### src/rtl/des_round_sequencer.sv
// Iterative DES sequencer: IP/PC-1 on accept, one Feistel round per cycle through an external f, FP on exit.
// Optional macro DES_DECRYPT_EN: honours mode_i and adds the right-rotating decrypt key schedule.
module des_round_sequencer #(
    parameter int NUM_ROUNDS = 16
) (
    input  logic        clk_i,
    input  logic        rst_i,
    input  logic        valid_i,
    output logic        ready_o,
    input  logic [1:64] data_i,
    input  logic [1:64] key_i,
    input  logic        mode_i,
    output logic [1:32] r_o,
    output logic [1:48] subkey_o,
    input  logic [1:32] f_i,
    output logic [4:0]  round_o,
    output logic        busy_o,
    output logic        valid_o,
    input  logic        ready_i,
    output logic [1:64] data_o
);
    typedef enum logic [1:0] {
        S_IDLE  = 2'd0,
        S_ROUND = 2'd1,
        S_DONE  = 2'd2
    } state_t;

    localparam logic [4:0] LAST_ROUND = 5'(NUM_ROUNDS);

    localparam logic [6:0] IP_TAB [1:64] = '{
        7'd58, 7'd50, 7'd42, 7'd34, 7'd26, 7'd18, 7'd10, 7'd2,
        7'd60, 7'd52, 7'd44, 7'd36, 7'd28, 7'd20, 7'd12, 7'd4,
        7'd62, 7'd54, 7'd46, 7'd38, 7'd30, 7'd22, 7'd14, 7'd6,
        7'd64, 7'd56, 7'd48, 7'd40, 7'd32, 7'd24, 7'd16, 7'd8,
        7'd57, 7'd49, 7'd41, 7'd33, 7'd25, 7'd17, 7'd9,  7'd1,
        7'd59, 7'd51, 7'd43, 7'd35, 7'd27, 7'd19, 7'd11, 7'd3,
        7'd61, 7'd53, 7'd45, 7'd37, 7'd29, 7'd21, 7'd13, 7'd5,
        7'd63, 7'd55, 7'd47, 7'd39, 7'd31, 7'd23, 7'd15, 7'd7
    };

    localparam logic [6:0] FP_TAB [1:64] = '{
        7'd40, 7'd8, 7'd48, 7'd16, 7'd56, 7'd24, 7'd64, 7'd32,
        7'd39, 7'd7, 7'd47, 7'd15, 7'd55, 7'd23, 7'd63, 7'd31,
        7'd38, 7'd6, 7'd46, 7'd14, 7'd54, 7'd22, 7'd62, 7'd30,
        7'd37, 7'd5, 7'd45, 7'd13, 7'd53, 7'd21, 7'd61, 7'd29,
        7'd36, 7'd4, 7'd44, 7'd12, 7'd52, 7'd20, 7'd60, 7'd28,
        7'd35, 7'd3, 7'd43, 7'd11, 7'd51, 7'd19, 7'd59, 7'd27,
        7'd34, 7'd2, 7'd42, 7'd10, 7'd50, 7'd18, 7'd58, 7'd26,
        7'd33, 7'd1, 7'd41, 7'd9,  7'd49, 7'd17, 7'd57, 7'd25
    };

    localparam logic [6:0] PC1_TAB [1:56] = '{
        7'd57, 7'd49, 7'd41, 7'd33, 7'd25, 7'd17, 7'd9,
        7'd1,  7'd58, 7'd50, 7'd42, 7'd34, 7'd26, 7'd18,
        7'd10, 7'd2,  7'd59, 7'd51, 7'd43, 7'd35, 7'd27,
        7'd19, 7'd11, 7'd3,  7'd60, 7'd52, 7'd44, 7'd36,
        7'd63, 7'd55, 7'd47, 7'd39, 7'd31, 7'd23, 7'd15,
        7'd7,  7'd62, 7'd54, 7'd46, 7'd38, 7'd30, 7'd22,
        7'd14, 7'd6,  7'd61, 7'd53, 7'd45, 7'd37, 7'd29,
        7'd21, 7'd13, 7'd5,  7'd28, 7'd20, 7'd12, 7'd4
    };

    localparam logic [5:0] PC2_TAB [1:48] = '{
        6'd14, 6'd17, 6'd11, 6'd24, 6'd1,  6'd5,
        6'd3,  6'd28, 6'd15, 6'd6,  6'd21, 6'd10,
        6'd23, 6'd19, 6'd12, 6'd4,  6'd26, 6'd8,
        6'd16, 6'd7,  6'd27, 6'd20, 6'd13, 6'd2,
        6'd41, 6'd52, 6'd31, 6'd37, 6'd47, 6'd55,
        6'd30, 6'd40, 6'd51, 6'd45, 6'd33, 6'd48,
        6'd44, 6'd49, 6'd39, 6'd56, 6'd34, 6'd53,
        6'd46, 6'd42, 6'd50, 6'd36, 6'd29, 6'd32
    };

    function automatic logic [1:64] perm_ip(input logic [1:64] d);
        logic [1:64] o;
        for (int k = 1; k <= 64; k++) o[k] = d[IP_TAB[k]];
        return o;
    endfunction

    function automatic logic [1:64] perm_fp(input logic [1:64] d);
        logic [1:64] o;
        for (int k = 1; k <= 64; k++) o[k] = d[FP_TAB[k]];
        return o;
    endfunction

    function automatic logic [1:56] perm_pc1(input logic [1:64] d);
        logic [1:56] o;
        for (int k = 1; k <= 56; k++) o[k] = d[PC1_TAB[k]];
        return o;
    endfunction

    function automatic logic [1:48] perm_pc2(input logic [1:56] d);
        logic [1:48] o;
        for (int k = 1; k <= 48; k++) o[k] = d[PC2_TAB[k]];
        return o;
    endfunction

    // Decrypt round 1 reuses C16/D16 (== C0/D0) unrotated; later rounds mirror the encrypt amounts.
    function automatic logic [1:0] shift_amt(input logic [4:0] rnd, input logic dec);
        logic one_step;
        one_step = (rnd == 5'd1) || (rnd == 5'd2) || (rnd == 5'd9) || (rnd == 5'd16);
        if (dec && (rnd == 5'd1)) begin
            return 2'd0;
        end else if (one_step) begin
            return 2'd1;
        end else begin
            return 2'd2;
        end
    endfunction

    function automatic logic [1:28] rotl(input logic [1:28] h, input logic [1:0] n);
        logic [1:28] o;
        case (n)
            2'd1:    o = {h[2:28], h[1]};
            2'd2:    o = {h[3:28], h[1:2]};
            default: o = h;
        endcase
        return o;
    endfunction

`ifdef DES_DECRYPT_EN
    function automatic logic [1:28] rotr(input logic [1:28] h, input logic [1:0] n);
        logic [1:28] o;
        case (n)
            2'd1:    o = {h[28], h[1:27]};
            2'd2:    o = {h[27:28], h[1:26]};
            default: o = h;
        endcase
        return o;
    endfunction
`endif

    state_t      r_state;
    state_t      w_state_next;
    logic [1:32] r_l;
    logic [1:32] r_r;
    logic [1:28] r_c;
    logic [1:28] r_d;
    logic [4:0]  r_round;
    logic        r_valid;
    logic [1:64] r_data;
    logic [1:32] r_r_hold;
    logic [1:48] r_subkey_hold;
    logic        w_accept;
    logic        w_mode;
    logic [1:0]  w_amt;
    logic [1:28] w_c_next;
    logic [1:28] w_d_next;
    logic [1:48] w_subkey;
    logic [1:32] w_l_new;
    logic [1:32] w_r_new;

`ifdef DES_DECRYPT_EN
    logic        r_mode;
    assign w_mode = r_mode;
`else
    logic        w_unused_mode;
    assign w_unused_mode = mode_i;
    assign w_mode        = 1'b0;
`endif

    assign w_accept = valid_i && (r_state == S_IDLE);

    // Round datapath: next key halves, round subkey and Feistel half update
    always_comb begin
        w_amt = shift_amt(r_round, w_mode);
`ifdef DES_DECRYPT_EN
        if (w_mode) begin
            w_c_next = rotr(r_c, w_amt);
            w_d_next = rotr(r_d, w_amt);
        end else begin
            w_c_next = rotl(r_c, w_amt);
            w_d_next = rotl(r_d, w_amt);
        end
`else
        w_c_next = rotl(r_c, w_amt);
        w_d_next = rotl(r_d, w_amt);
`endif
        w_subkey = perm_pc2({w_c_next, w_d_next});
        w_l_new  = r_r;
        w_r_new  = r_l ^ f_i;
    end

    // Next-state decode
    always_comb begin
        w_state_next = r_state;
        case (r_state)
            S_IDLE: begin
                if (w_accept) w_state_next = S_ROUND;
                else          w_state_next = S_IDLE;
            end
            S_ROUND: begin
                if (r_round == LAST_ROUND) w_state_next = S_DONE;
                else                       w_state_next = S_ROUND;
            end
            S_DONE: begin
                if (ready_i) w_state_next = S_IDLE;
                else         w_state_next = S_DONE;
            end
            default: w_state_next = S_IDLE;
        endcase
    end

    // State register
    always_ff @(posedge clk_i) begin
        if (rst_i) r_state <= S_IDLE;
        else       r_state <= w_state_next;
    end

    // Block, key schedule, round counter and result registers
    always_ff @(posedge clk_i) begin
        if (rst_i) begin
            r_l           <= 32'd0;
            r_r           <= 32'd0;
            r_c           <= 28'd0;
            r_d           <= 28'd0;
            r_round       <= 5'd0;
            r_valid       <= 1'b0;
            r_data        <= 64'd0;
            r_r_hold      <= 32'd0;
            r_subkey_hold <= 48'd0;
`ifdef DES_DECRYPT_EN
            r_mode        <= 1'b0;
`endif
        end else begin
            case (r_state)
                S_IDLE: begin
                    if (w_accept) begin
                        {r_l, r_r} <= perm_ip(data_i);
                        {r_c, r_d} <= perm_pc1(key_i);
                        r_round    <= 5'd1;
`ifdef DES_DECRYPT_EN
                        r_mode     <= mode_i;
`endif
                    end
                end
                S_ROUND: begin
                    r_l           <= w_l_new;
                    r_r           <= w_r_new;
                    r_c           <= w_c_next;
                    r_d           <= w_d_next;
                    r_r_hold      <= r_r;
                    r_subkey_hold <= w_subkey;
                    // FP input is R16||L16, which undoes the last half swap.
                    if (r_round == LAST_ROUND) begin
                        r_data  <= perm_fp({w_r_new, w_l_new});
                        r_valid <= 1'b1;
                        r_round <= 5'd0;
                    end else begin
                        r_round <= r_round + 5'd1;
                    end
                end
                S_DONE: begin
                    if (ready_i) r_valid <= 1'b0;
                end
                default: r_valid <= 1'b0;
            endcase
        end
    end

    assign ready_o  = (r_state == S_IDLE);
    assign busy_o   = (r_state == S_ROUND) || (r_state == S_DONE);
    assign round_o  = r_round;
    assign valid_o  = r_valid;
    assign data_o   = r_data;
    assign r_o      = (r_state == S_ROUND) ? r_r : r_r_hold;
    assign subkey_o = (r_state == S_ROUND) ? w_subkey : r_subkey_hold;

endmodule

### config.mk
export PLATFORM = sky130hd
export DESIGN_NAME = des_round_sequencer
export DESIGN_NICKNAME = d
export VERILOG_FILES = /design/src/rtl/des_round_sequencer.sv
export SDC_FILE = /design/constraint.sdc
export NUM_CORES = 1
export LEC_CHECK = 0
export BUFFER_PORTS_ARGS = -buffer_cell sky130_fd_sc_hd__buf_2
export CELL_PAD_IN_SITES_DETAIL_PLACEMENT = 2
export CELL_PAD_IN_SITES_GLOBAL_PLACEMENT = 2
export CORE_UTILIZATION = 28
export DETAILED_ROUTE_END_ITERATION = 10
export PLACE_DENSITY = 0.74
export SYNTH_ARGS = -nofsm -noshare
export SYNTH_HDL_FRONTEND = slang
export SYNTH_SLANG_ARGS = --single-unit
export TNS_END_PERCENT = 30
### constraint.sdc
create_clock -name clk_i -period 1.82 [get_ports clk_i]
set_input_delay 0.091 -clock clk_i [delete_from_list [all_inputs] [get_ports clk_i]]
set_output_delay 0.091 -clock clk_i [all_outputs]
set_load 0.02 [all_outputs]
### Word-level counts from Yosys, hierarchy flattened

Cells that the tools add are included.
Widths: inputs -> output; s select.

| word-level totals | value |
|---|---|
| output and inout port bits | 152 |
| flip-flop bits (word level) | 272 |

| operators by class | value |
|---|---|
| bitwise operators | 2 |
| mux-type cells | 23 |
| reduce and logical (&&, ||, !) cells | 11 |
| eq/ne operators | 12 |
| add/sub/neg operators | 1 |

Operators with widths:

| kind | number |
|---|---|
| $pmux 28 s2 | 4 |
| $pmux 32 s2 | 2 |
| $mux 32 | 3 |
| $mux 28 | 2 |
| $mux 48 | 1 |
| $xor 32x32->32 | 1 |
| $mux 5 | 2 |
| $pmux 5 s2 | 1 |
| $mux 2 | 3 |
| $pmux 2 s3 | 1 |
| $reduce_and 3->1 | 2 |
| $add 5x1->5 const B | 1 |
| $eq 5x1->1 const B | 1 |
| $eq 5x2->1 const B | 1 |
| $eq 5x4->1 const B | 1 |
| $eq 5x5->1 const B | 1 |
| $eq 2x1->1 const B | 2 |
| $eq 2x2->1 const B | 2 |
| $logic_or 1x1->1 | 4 |
| $ne 2x2->1 const B | 2 |
| $reduce_and 2->1 | 2 |
| $mux 1 | 3 |
| $ne 3x1->1 const B | 1 |
| $pmux 1 s3 | 1 |
| other kinds (5) | 5 |

### Depth between registers and ports, before layout

| depth | value |
|---|---|
| depth in word-level cells | 8 |
| mapped depth | 9 |

### Worst setup path before layout

Ideal clock, no wire load.

| timing path | value |
|---|---|
| path type | register to output |
| start | register r_round[0] (netlist: round_o[0]) |
| end | output port subkey_o[10] (netlist bit) |
| arrival time | 1.928 ns |
| cell stages (with the launch flop) | 9 |
| setup slack | -0.199 ns |
| data required time | 1.729 ns |
| cell sequence | dfxtp_1 inv_1 ha_1 nand2b_4 a221oi_2 buf_6 buf_12 mux2i_1 a21oi_1 |

| between the ends | value |
|---|---|
| word-level cells in the longest chain between the ends | 8 |

RTL lines:

| element | line | text |
|---|---|---|
| from (decl) | 139 | `logic [4:0] r_round;` |
| from (signal assigned) | 250 | `r_round <= r_round + 5'd1;` |
| $eq 5x1->1 or $eq 5x2->1 (tied branches) | -- |  |
| $logic_or 1x1->1 (2 in a row) | 101 | `one_step = (rnd == 5'd1) \|\| (rnd == 5'd2) \|\| (rnd == 5'd9) \|\| (rnd == 5'd16);` |
| $logic_or 1x1->1 * | 101 |  |
| $mux 2 * | 104 | `end else if (one_step) begin` |
| $eq 2x2->1 or $eq 2x1->1 (tied branches) | 113 | `case (n)` |
| $pmux 28 s2 * | 113 |  |
| $mux 48 * | -- |  |
| to (decl) | 14 | `output logic [1:48] subkey_o,` |

Mark *: on every way between the ends. The rest lies on a longest branch, timed or not.

### Worst setup path after layout

| timing path | value |
|---|---|
| start | register r_round[0] (netlist: round_o[0]) |
| end | output port subkey_o[8] (netlist bit) |

The elaborated chain is that of the path after synthesis.

==> metrics.csv <==
stage;metric;value;unit
status;run_status;finished, violations left;
status;violations;setup timing;
layout;multi_input_gate_area;7214;um2
cts;clock_sinks;272;
routing;routed_wire_length_per_instance;25.92;um
place;post_place_worst_slack;-0.2643;ns
timing;finalHoldWorstSlack;0.02828;ns
routing;dr_total_vias;12550;
critical_path;startpoint_type;flop;
pwr;power.total;18.78;mW
routing;route.detailed.vias_per_inst;5.398;
die;effective_utilization_at_floorplan;28.40;%
grt;grt_pass1_wl;82250;um
cts;cts_max_path_buffers;3;
timing;fin_setup_tns;-65.51;ns
critical_path;worstSetupEndpointType;output port;
die;die_width;208.5;um
critical_path;cp_data_arrival_time;2.49;ns
timing;tightestPinTransition;1.214;ns
place;dp_cells;2098;
timing;timing_hold_violations_final;0;
critical_path;worstSetupPathType;reg -> out;
die;core_area;42040;um2
timing;layout_worst_path_cycle_share;141.9;%
synthesis;ys_dominant_reg_cell;dfxtp_1;
timing;maxSlewHeadroom;19.03;%
worst_hold_path;min-delay-path-class;in -> reg;
cts;cts_tree;yes;
critical_path;worstPathMaxFanout;6;
cts;cts.reportedPaths.clkPinSlew;0.05;ns
place;post-dp-hpwl;30520;um
timing;fmax;387.1;MHz
synthesis;postSynthNetCount;1475;
pwr;irDropWorstVdd;0.7653;mV
die;fp.dieArea;43470;um2
layout;design_area;19320;um2
grt;grt_antenna_before_repair;4;
grt;grt_pass1_vias;13700;
layout;area_delta_synth_final;61.79;%
worst_hold_path;hold_path_depth;3;
synthesis;post_synth_edffs;0;
place;placed_instance_area;14990;um2
grt;gr-usage-all-layers;24.16;%
routing;detail_route.wirelength;60250;um
synthesis;syn_area_per_cell;9.171;um2
layout;drive_gt1_share;40.70;%
layout;regArea;5455;um2
timing;final_skew;0.02439;ns
routing;drtIter0Drc;595;
synthesis;synth_cell_type_count;35;
layout;final_net_count;1934;
layout;post_layout_nonfiller_instances;2324;
cts;clkLatencyLatePin;0.55;ns
job;max_cap_violations;0;
routing;drt_pass_1_iters;4;
synthesis;total_of_flip_flops_plus_latches_after_synthesis;272;
die;floorplan.rows;75;
timing;slew_violations;0;
critical_path;crit_required;1.73;ns
place;place_congestion;0.7744;
place;io_buffer_count;307;
timing;setup_violations;227;
timing;postLayoutSetupSlackWorst;-0.7632;ns
layout;fill_cells;4301;
grt;largest_net_degree_at_the_start_of_global_routing;185;
timing;final.min_clock_period;2.583;ns
grt;grt.overflow.total;0;
die;dieHeight;208.5;um
die;count_of_pins_on_the_block_boundary;317;
synthesis;total_of_warnings_raised_by_yosys;0;
synthesis;ys_async_sr_fraction;0;%
synthesis;syn_area;11940;um2
synthesis;seq_area_frac_synth;45.60;%
layout;post-route-util;45.95;%
cts;cts_bufs_inserted;35;
cts;clk_root_buffer_cell;clkbuf_16;
critical_path;timing.reg2reg.worst_path_depth;11;
cts;htreeDepth;2;
timing;unrepaired_setup_endpoints_after_global_routing;true;
routing;drc_errors;0;
pwr;powerDensity;972.1;nW/um2
pwr;p_leak;7.508;nW
routing;ant_nets;0;
synthesis;instance_count_of_the_mapped_netlist;1302;
-- flip-flops by register name, indices dropped and copies added (netlist names), 2 cells and up --
register	cells
data_o	64
r_subkey_hold	48
r_l	32
r_r	32
r_r_hold	32
r_c	28
r_d	28
round_o	5
r_state	2
-- logic make-up after synthesis --
family	after synthesis	synth area share (%)
buffers and inverters	132	5.040
flip-flops	272	45.60
XOR/XNOR	32	2.347
multiplexers	122	10.57
AO/OA/AOI/OAI	434	24.88
adder cells (fa/ha/maj)	8	0.8383
AND/OR/NAND/NOR	302	10.72
-- worst paths after layout --
check                           from                      endpoint  slack, ns
max reg2reg  round_o[0]$_SDFFE_PP0P_  r_subkey_hold[13]$_SDFF_PP0_      -0.40
min reg2reg  data_o[31]$_SDFFE_PP0P_       data_o[31]$_SDFFE_PP0P_       0.46
min                          valid_i         r_state[0]$_SDFF_PP0_       0.03
max          round_o[0]$_SDFFE_PP0P_                   subkey_o[8]      -0.76
-- layout by cell type (no fill, tap or decap), types with 3 or more instances in the layout --
master / netlist / final
a211oi_1: 145 / 110
a211oi_2: 0 / 33
a21oi_1: 172 / 107
a21oi_2: 0 / 64
and2_1: 34 / 31
buf_12: 4 / 31
buf_16: 0 / 10
buf_2: 21 / 229
buf_4: 2 / 94
buf_6: 1 / 83
buf_8: 0 / 4
clkbuf_1: 88 / 10
clkbuf_16: 0 / 41
clkbuf_8: 0 / 6
clkinv_2: 0 / 6
dfxtp_1: 272 / 268
dlygate4sd3_1: 0 / 91
ha_1: 8 / 4
ha_4: 0 / 4
mux2_4: 0 / 32
mux2i_1: 89 / 37
mux2i_2: 0 / 5
mux2i_4: 0 / 47
nand2_1: 69 / 68
nand3_1: 4 / 4
nor2_1: 179 / 168
nor2_2: 0 / 6
nor2_4: 0 / 5
nor3_1: 3 / 3
o221ai_1: 56 / 56
o22a_1: 56 / 56
xnor2_1: 32 / 32
-- what timing repair did --
action	CTS	global route
pin swaps	19	64
gates resized for setup	129	243
endpoints found under the setup margin	196	284
hold endpoints to repair	92	0
cloned	7	5
hold buffers	91	0
buffers inserted	25	40
-- metal layers --
metal | GRT usage [%] | share of wire (%)
met2 | 43.51 | 52
met3 | 5.887 | 6.0
met4 | 7.484 | 2.8
met1 | 27.94 | 39
met5 | 0 | 0.061
-- critical path: stages, from the launching register on --
cell      delay (ns)
dfxtp_4         0.36
inv_6           0.07
ha_4            0.14
nand2b_4        0.06
a221oi_4        0.32
buf_12          0.16
buf_12          0.14
buf_12          0.16
mux2i_4         0.28
a21oi_2         0.10
buf_4           0.17
-- Yosys cell counts (2+ instances only) --
| master | n | share of area, % |
|---|---|---|
| a21oi_1 | 172 | 7.2 |
| nor2_1 | 179 | 5.6 |
| clkbuf_1 | 88 | 2.8 |
| nor3_1 | 3 | 0.13 |
| dfxtp_1 | 272 | 46 |
| xnor2_1 | 32 | 2.3 |
| buf_4 | 2 | 0.13 |
| or3_1 | 2 | 0.10 |
| inv_1 | 4 | 0.13 |
| o221ai_1 | 56 | 4.1 |
| nor2b_1 | 2 | 0.10 |
| and2_1 | 34 | 1.8 |
| nand2b_1 | 3 | 0.16 |
| nand3_1 | 4 | 0.17 |
| o22a_1 | 56 | 4.1 |
| ha_1 | 8 | 0.84 |
| mux2i_1 | 89 | 7.5 |
| buf_12 | 4 | 0.67 |
| o21ai_0 | 2 | 0.084 |
| buf_2 | 21 | 0.88 |
| mux2_2 | 33 | 3.1 |
| a211oi_1 | 145 | 9.1 |
| nand2_1 | 69 | 2.2 |
| buf_1 | 11 | 0.35 |
-- where the power goes --
part           switching [mW]  internal (mW)
sequential              0.536           6.38
combinational            2.54           2.44
clock                    2.86           4.03
-- area by class of cell --
class / instances / share of cell area, %
clock buffers: 52 / 5.285
flip-flops and latches: 272 / 28.24
multi-input cells: 898 / 37.34
inverters: 5 / 0.1425
repair buffers: 549 / 25.07
well taps: 539 / 3.491
diodes: 1 / 0.01295
clock inverters: 8 / 0.4145
(Power assumes the default switching activity.)
